$ cat src/rtl/io_port_controller.sv
// io_port_controller
// Steps IN/OUT instructions from the memory stage onto the IO port latch. It
// drives the IOE/IOR/IOW strobes and handshakes with the external device. The
// pipeline stays stalled until each transfer completes or times out.
//
// Ports:
//   clk, reset        rising-edge clock, synchronous active-high reset
//   io_read_req       IN instruction in memory stage (held while stall=1)
//   io_write_req      OUT instruction in memory stage (held while stall=1)
//   wr_data           OUT data from the memory stage
//   in_valid          device presents valid data on PORTIN
//   out_ack           device has consumed PORTOUT
//   io_result         registered copy of wr_data for the latch Result input
//   IOE / IOR / IOW   latch enable, read strobe, write strobe
//   out_strobe        PORTOUT holds new data (waiting for out_ack)
//   stall             freezes IF..MEM (combinational, follows the requests in IDLE)
//   io_done           one-cycle completion pulse
//   io_timeout        accompanies io_done when a handshake timed out
//   busy              controller is not idle
module io_port_controller #(
    parameter int unsigned DATA_WIDTH     = 16,
    parameter int unsigned TIMEOUT_CYCLES = 255,
    parameter int unsigned CNT_WIDTH      = 8
) (
    input  logic                  clk,
    input  logic                  reset,
    input  logic                  io_read_req,
    input  logic                  io_write_req,
    input  logic [DATA_WIDTH-1:0] wr_data,
    input  logic                  in_valid,
    input  logic                  out_ack,
    output logic [DATA_WIDTH-1:0] io_result,
    output logic                  IOE,
    output logic                  IOR,
    output logic                  IOW,
    output logic                  out_strobe,
    output logic                  stall,
    output logic                  io_done,
    output logic                  io_timeout,
    output logic                  busy
);

    typedef enum logic [2:0] {
        S_IDLE        = 3'd0,
        S_RD_WAIT     = 3'd1,
        S_RD_CAPTURE  = 3'd2,
        S_WR_DRIVE    = 3'd3,
        S_WR_WAIT_ACK = 3'd4,
        S_DONE        = 3'd5
    } state_e;

    // Last counter value before the handshake wait gives up.
    localparam logic                 TIMEOUT_EN = (TIMEOUT_CYCLES != 0);
    localparam logic [CNT_WIDTH-1:0] CNT_LAST   =
        (TIMEOUT_CYCLES == 0) ? '0 : CNT_WIDTH'(TIMEOUT_CYCLES - 1);

    state_e                state_q, state_d;
    logic                  pending_q, pending_d;   // read queued behind a write
    logic                  tflag_q, tflag_d;       // sticky timeout across legs
    logic [CNT_WIDTH-1:0]  cnt_q, cnt_d;
    logic [DATA_WIDTH-1:0] result_q, result_d;

    logic ioe_q, ioe_d;
    logic ior_q, ior_d;
    logic iow_q, iow_d;
    logic ostr_q, ostr_d;
    logic done_q, done_d;
    logic tout_q, tout_d;
    logic busy_q, busy_d;

    logic expired;

    // Next-state logic and next values of the registered Moore outputs.
    always_comb begin
        state_d   = state_q;
        pending_d = pending_q;
        tflag_d   = tflag_q;
        cnt_d     = cnt_q;
        result_d  = result_q;
        expired   = TIMEOUT_EN && (cnt_q == CNT_LAST);

        case (state_q)
            S_IDLE: begin
                pending_d = 1'b0;
                if (io_write_req) begin
                    // Write goes first; a simultaneous read is queued.
                    result_d  = wr_data;
                    pending_d = io_read_req;
                    tflag_d   = 1'b0;
                    state_d   = S_WR_DRIVE;
                end else if (io_read_req) begin
                    tflag_d = 1'b0;
                    cnt_d   = '0;
                    state_d = S_RD_WAIT;
                end
            end
            S_RD_WAIT: begin
                // Handshake wins over an expiring counter.
                if (in_valid) begin
                    state_d = S_RD_CAPTURE;
                end else if (expired) begin
                    tflag_d = 1'b1;
                    state_d = S_DONE;
                end else begin
                    cnt_d = cnt_q + CNT_WIDTH'(1);
                end
            end
            S_RD_CAPTURE: begin
                state_d = S_DONE;
            end
            S_WR_DRIVE: begin
                cnt_d   = '0;
                state_d = S_WR_WAIT_ACK;
            end
            S_WR_WAIT_ACK: begin
                if (out_ack) begin
                    state_d = S_DONE;
                end else if (expired) begin
                    tflag_d = 1'b1;
                    state_d = S_DONE;
                end else begin
                    cnt_d = cnt_q + CNT_WIDTH'(1);
                end
            end
            S_DONE: begin
                if (pending_q) begin
                    pending_d = 1'b0;
                    cnt_d     = '0;
                    state_d   = S_RD_WAIT;
                end else begin
                    state_d = S_IDLE;
                end
            end
            default: begin
                state_d = S_IDLE;
            end
        endcase

        // Outputs are decoded from the next state so they line up with it.
        ioe_d  = (state_d == S_RD_CAPTURE) || (state_d == S_WR_DRIVE);
        ior_d  = (state_d == S_RD_CAPTURE);
        iow_d  = (state_d == S_WR_DRIVE);
        ostr_d = (state_d == S_WR_WAIT_ACK);
        done_d = (state_d == S_DONE) && !pending_d;
        tout_d = done_d && tflag_d;
        busy_d = (state_d != S_IDLE);
    end

    // State and output registers.
    always_ff @(posedge clk) begin
        if (reset) begin
            state_q   <= S_IDLE;
            pending_q <= 1'b0;
            tflag_q   <= 1'b0;
            cnt_q     <= '0;
            result_q  <= '0;
            ioe_q     <= 1'b0;
            ior_q     <= 1'b0;
            iow_q     <= 1'b0;
            ostr_q    <= 1'b0;
            done_q    <= 1'b0;
            tout_q    <= 1'b0;
            busy_q    <= 1'b0;
        end else begin
            state_q   <= state_d;
            pending_q <= pending_d;
            tflag_q   <= tflag_d;
            cnt_q     <= cnt_d;
            result_q  <= result_d;
            ioe_q     <= ioe_d;
            ior_q     <= ior_d;
            iow_q     <= iow_d;
            ostr_q    <= ostr_d;
            done_q    <= done_d;
            tout_q    <= tout_d;
            busy_q    <= busy_d;
        end
    end

    // Stall must react to a request in IDLE in the same cycle.
    assign stall = ((state_q != S_IDLE) && (state_q != S_DONE))
                || ((state_q == S_IDLE) && (io_read_req || io_write_req))
                || ((state_q == S_DONE) && pending_q);

    assign io_result  = result_q;
    assign IOE        = ioe_q;
    assign IOR        = ior_q;
    assign IOW        = iow_q;
    assign out_strobe = ostr_q;
    assign io_done    = done_q;
    assign io_timeout = tout_q;
    assign busy       = busy_q;

endmodule

$ cat config.mk
export PLATFORM = sky130hd
export DESIGN_NAME = io_port_controller
export DESIGN_NICKNAME = d
export VERILOG_FILES = /design/src/rtl/io_port_controller.sv
export SDC_FILE = /design/constraint.sdc
export NUM_CORES = 1
export LEC_CHECK = 0
export CAP_MARGIN = 5
export CORE_AREA = 2 2 63 65
export CTS_BUF_LIST = sky130_fd_sc_hd__clkbuf_8
export DETAILED_ROUTE_END_ITERATION = 12
export DIE_AREA = 0 0 65 67
export PLACE_DENSITY = 0.74
export SYNTH_ARGS = -nofsm -noshare
export SYNTH_HDL_FRONTEND = slang
export SYNTH_SLANG_ARGS = --single-unit
export TNS_END_PERCENT = 10
$ cat constraint.sdc
create_clock -name clk -period 2.1 [get_ports clk]
set_clock_uncertainty 0.05 [all_clocks]
set_input_delay 0.21 -clock clk [delete_from_list [all_inputs] [get_ports clk]]
set_output_delay 0.21 -clock clk [all_outputs]
set_load 0.01 [all_outputs]
### Word-level counts from Yosys, hierarchy flattened

Index checks and enable logic that the tools add are counted.

* bits of input ports: 22
* flip-flop bits (word level): 36
* word-level logic and storage cells: 67

* equal/unequal tests: 16
* multiplexer cells: 22
* reduce and logical (&&, ||, !) cells: 16
* add/subtract/negate cells: 1

Operators by type and width (count)
* $mux 8: 6
* $pmux 8 s5: 1
* $pmux 3 s6: 1
* $mux 3: 5
* $eq 3x2->1 const B: 4
* $eq 3x3->1 const B: 4
* $ne 2x2->1 const B: 5
* $add 8x1->8 const B: 1
* $eq 8x8->1 const B: 1
* $mux 1: 7
* $reduce_and 6->1: 1
* $reduce_bool 3->1: 2
* $logic_and 1x1->1: 5
* $reduce_bool 5->1: 1
* $logic_or 1x1->1: 4
* $eq 3x1->1 const B: 1
* $logic_not 3->1: 1
* $ne 3x3->1 const B: 1
* $pmux 1 s3: 1
* $pmux 1 s2: 1
* $reduce_and 2->1: 1
* $logic_not 1->1: 1

### Longest topological paths before layout

* depth after elaboration: 7
* mapped depth: 7
* gate-level depth less buffers: 6

### Worst setup path before layout

OpenSTA, ideal clock, no wires.

* kind: register to register
* start: register state_q[0]
* end: register cnt_q[7]
* period minus slack after synthesis: 1825 ps
* data arrival time: 1705 ps
* cell stages (with the launch flop): 7
* data required time: 1980 ps
* library setup time: 70 ps
* setup slack: 275 ps
* cells stage by stage: dfxtp_1 > buf_6 > and3b_4 > o32ai_4 > o221ai_2 > or4_1 > a21oi_1

* cells in the longest elaborated chain, start to end: 3
* elaborated cells between the ends (all ways): 13
* classes of those cells: eq/ne: 9; mux: 1; reduce/logical: 3

Ends and longest elaborated chain
* start, declared: line 57 `state_e state_q, state_d;`
* start signal, assigned: line 165 `state_q <= state_d;`
* $eq 3x3->1 (tied with other cells): line 82 `case (state_q)`
* $reduce_bool 5->1 (no line) / $ne 2x2->1 (equally long branches)
* $reduce_and 6->1 (no line)
* end signal, assigned: line 168 `cnt_q <= cnt_d;`
* end, declared: line 60 `logic [CNT_WIDTH-1:0] cnt_q, cnt_d;`

Parallel ways exist; a longest one is shown, timed or not.
A chain may end at the register's enable or synchronous reset.

### Worst setup path after layout

* start: register state_q[0]
* end: output stall

* cells in the longest elaborated chain, start to end: 4
* elaborated cells between the ends (all ways): 9
* classes of those cells: eq/ne: 2; reduce/logical: 7

Ends and longest elaborated chain
* $ne 3x3->1 (tied with other cells): line 181 `assign stall = ((state_q != S_IDLE) && (state_q != S_DONE))`
* $logic_and 1x1->1, on equally long branches: line 181, 182
* $logic_or 1x1->1: line 182 `|| ((state_q == S_IDLE) && (io_read_req || io_write_req))`
* $logic_or 1x1->1 *: line 183 `|| ((state_q == S_DONE) && pending_q);`
* end, declared: line 37 `output logic stall,`

Every way passes the cells marked *; elsewhere a longest branch is shown, timed or not.

==> run_results.csv <==
group,metric,value,unit
status,status,"completed",
global_routing,grt_first_pass_wirelength,6.24,mm
min_path,min-delay-path-class,"reg -> reg",
global_routing,grt_start_max_net_pins,23,
floorplan,starting_density_of_the_core,0.442,
worst_setup_path,critPathCaptureType,"output port",
power,cell_internal_pwr,1.24,mW
synthesis,synth-seq-area-share,0.452,
power,pwr_density_cell,775,nW/um^2
routing,detail_route.first_pass.iterations,4,
routing,drt_first_iter_violations,36,
min_path,min_path_cells,2,
synthesis,synth_largest_type_area_fraction,0.452,
floorplan,fp.dieArea,4360,um^2
synthesis,synth_area,1590,um^2
layout,numnets_final,270,
global_routing,via_count_of_the_first_global_routing_pass,1397,
power,sw_frac_of_total,0.289,
power,power_switching,504,uW
synthesis,postSynthAreaPerCell,8.30,um^2
routing,wirelength,3.78,mm
worst_setup_path,critPathKind,"reg -> out",
floorplan,floorplan.die.width,65,um
sta,finalWorstPathRequiredPeriod,1950,ps
layout,post_route_cells_drive_above_1_share,0.134,
global_routing,number_of_antenna_violations_at_the_first_check_in_global_routing,0,
sta,finalHoldViolations,0,
layout,final_util,0.625,
min_path,hp_start,"io_result[1]",
routing,post_drt_wl_per_cell,12.8,um
sta,achievable-frequency,514,MHz
synthesis,netlist_instances,192,
synthesis,synthesis.yosys.warnings,0,
worst_setup_path,cp_max_fo,10,
clocking,sink_count,36,
routing,ant_nets,0,
clocking,worst_skew_pair.late_latency,280,ps
worst_setup_path,reg_to_reg_critical_path_endpoint,"cnt_q[7]",
routing,route.detailed.drc,0,
synthesis,cell_taking_the_most_area_after_synthesis,"sky130_fd_sc_hd__dfxtp_1",
power,combPwrFrac,0.268,
layout,num_antenna_cells,0,
sta,post-route-period-util,0.926,
synthesis,biggest_area_contributors_in_the_synthesized_netlist,"sky130_fd_sc_hd__dfxtp_1, sky130_fd_sc_hd__nand2_1, sky130_fd_sc_hd__a21oi_1, sky130_fd_sc_hd__nand2b_1, sky130_fd_sc_hd__nor2_1",
global_routing,grt-ovfl-total,0,
worst_setup_path,rr_worst_depth,5,
clocking,clk_pin_slew_worst_paths,70,ps
clocking,number_of_buffers_added_for_setup_after_cts,0,
routing,routed_via_density,4.88,
layout,syn_to_final_growth,41.5,%
floorplan,ios,46,
placed_design,place.gp.congestion,0.824,
placed_design,place.detailed.hpwl,2.78,mm
worst_setup_path,worst_setup_path_start_kind,"register",
floorplan,die_y,67,um
power,portion_of_total_power_attributed_to_sequential_cells,0.445,
routing,detailroute.via_count,1440,
clocking,cts_htree_levels,2,
power,max-vdd-ir-drop,0.684,mV
sta,grt_setup_unrepaired,"no",
synthesis,number_of_flip_flops_and_latches_in_the_synthesized_netlist,36,
clocking,cts_made_buffers,5,
sta,worst-slew-pin-transition,548,ps
sta,max_slew_margin,0.634,
floorplan,design.core.area,3610,um^2
power,clock_power_share,0.287,
worst_setup_path,worstPathArrival,1690,ps
worst_setup_path,regToRegStartpoint,"state_q[2]",
sta,final_max_slew_viol_count,0,
power,leakage,0.824,nW
clocking,root_buffer,"sky130_fd_sc_hd__clkbuf_8",
clocking,cts_tree,"yes",
synthesis,postSynthNetCount,216,
clocking,cts_buffer_depth,2,
min_path,min_to,"io_result[1]",
global_routing,gr-usage-all-layers,0.187,
worst_setup_path,critPathRequiredTime,1840,ps
placed_design,port_buffers,45,
floorplan,rows,22,
worst_setup_path,regToRegSetupSlack,190,ps
flow_run,cap_viol_max_count,0,
sta,finalSetupTns,0,ps
synthesis,netlist-cell-type-count,42,
sta,setup_viol_count_final,0,
worst max path at each step:
stage,start,end,slack [ps],cells past startpoint
finish,state_q[0],stall,150,5
global route,state_q[2],cnt_q[7],40,5
CTS,state_q[0],stall,130,5
detailed placement,in_valid,cnt_q[7],-9,6
global placement,in_valid,cnt_q[4],50,7
floorplan,state_q[0],cnt_q[7],280,6
kinds of logic (layout without fill, tap and decap cells):
logic type / after synthesis / in the layout / share of synthesized area
and+or+nand+nor: 85 / 85 / 0.259
AOI/OAI and AO/OA: 48 / 48 / 0.203
adders and majority gates: 2 / 2 / 0.0157
muxes: 2 / 2 / 0.0134
buffers and inverters: 17 / 72 / 0.0456
DFF: 36 / 36 / 0.452
xor gates and xnor gates: 2 / 2 / 0.0110
power by group through the flow:
| stage | Clock, mW | Sequential [mW] | Combinational [mW] |
|---|---|---|---|
| final | 0.501 | 0.778 | 0.468 |
| after global placement | 0 | 0.790 | 0.463 |
| after floorplan | 0 | 0.794 | 0.258 |
| after CTS | 0.515 | 0.778 | 0.471 |
| after detailed placement | 0 | 0.791 | 0.469 |
| after global routing | 0.544 | 0.787 | 0.512 |
what timing repair did:
action                                  in CTS  in global routing
resized for setup                            4                  0
hold buffers                                 0                  0
endpoints found under the setup margin       1                  0
final cells by class:
type	instances	area, um^2
clock buffer	6	82.6
clock inverter	2	11.3
fill	327	1350
inverter	6	22.5
multi-input combinational	139	806
sequential	36	724
tap	48	60.1
timing repair buffer	58	547
registers in the layout, indices dropped and copies added (netlist names):
name and count:
io_result 16, pending_q 1, io_timeout 1, state_q 3, out_strobe 1, cnt_q 8
IOR 1, tflag_q 1, busy 1, IOE 1, io_done 1, IOW 1
layer usage:
metal,routed length [um],up-vias,track usage
met1,1700,650,0.218
met2,1880,22,0.325
met4,27,0,0.0559
met3,175,2,0.0608
met5,0,-,0
li1,-,766,-
metrics by stage:
| step | cells | hold WS, ps | setup WS (ps) | cell area, um^2 | power [mW] |
|---|---|---|---|---|---|
| global placement | 287 | 391 | 52.6 | 2150 | 1.25 |
| detailed placement | 287 | 398 | -8.77 | 2150 | 1.26 |
| floorplan | 192 | 296 | 275 | 1590 | 1.05 |
| global route | 295 | 421 | 38.1 | 2250 | 1.84 |
| CTS | 295 | 406 | 131 | 2250 | 1.76 |
| finish | 295 | 404 | 155 | 2250 | 1.75 |
cells in the final DEF, fill, tap and decap left out, types with 6 or more instances in the layout:
cell and n:
sky130_fd_sc_hd__nor2_1 10, sky130_fd_sc_hd__nand2b_1 6, sky130_fd_sc_hd__clkbuf_8 6, sky130_fd_sc_hd__a21oi_1 25, sky130_fd_sc_hd__inv_1 7, sky130_fd_sc_hd__nand2_1 40
sky130_fd_sc_hd__o21ai_0 7, sky130_fd_sc_hd__dfxtp_1 35, sky130_fd_sc_hd__buf_4 13, sky130_fd_sc_hd__clkdlybuf4s50_1 44
critical path: stages, from the launching register on:
cell and delay (ps):
sky130_fd_sc_hd__dfxtp_4 390, sky130_fd_sc_hd__buf_4 170, sky130_fd_sc_hd__nor4_2 240, sky130_fd_sc_hd__a21oi_1 50
sky130_fd_sc_hd__or2_2 280, sky130_fd_sc_hd__dlygate4sd2_1 280
Yosys cell counts (all sizes together):
| cell | instances |
|---|---|
| a21oi | 25 |
| a31oi | 1 |
| a32oi | 1 |
| and2 | 2 |
| and2b | 1 |
| and3b | 1 |
| and4 | 1 |
| buf | 4 |
| clkbuf | 7 |
| dfxtp | 36 |
| ha | 2 |
| inv | 6 |
| mux2 | 1 |
| mux2i | 1 |
| nand2 | 40 |
| nand2b | 6 |
| nand3 | 3 |
| nand3b | 1 |
| nand4 | 1 |
| nor2 | 10 |
| nor2b | 3 |
| nor3 | 4 |
| nor3b | 2 |
| nor4 | 1 |
| o211ai | 1 |
| o21a | 2 |
| o21ai | 7 |
| o21ba | 1 |
| o221a | 2 |
| o221ai | 2 |
| o22a | 1 |
| o31ai | 2 |
| o32ai | 2 |
| o41ai | 1 |
| or2 | 4 |
| or3 | 4 |
| or4 | 1 |
| xnor2 | 2 |
No activity file was read; power rests on OpenSTA's default activity.
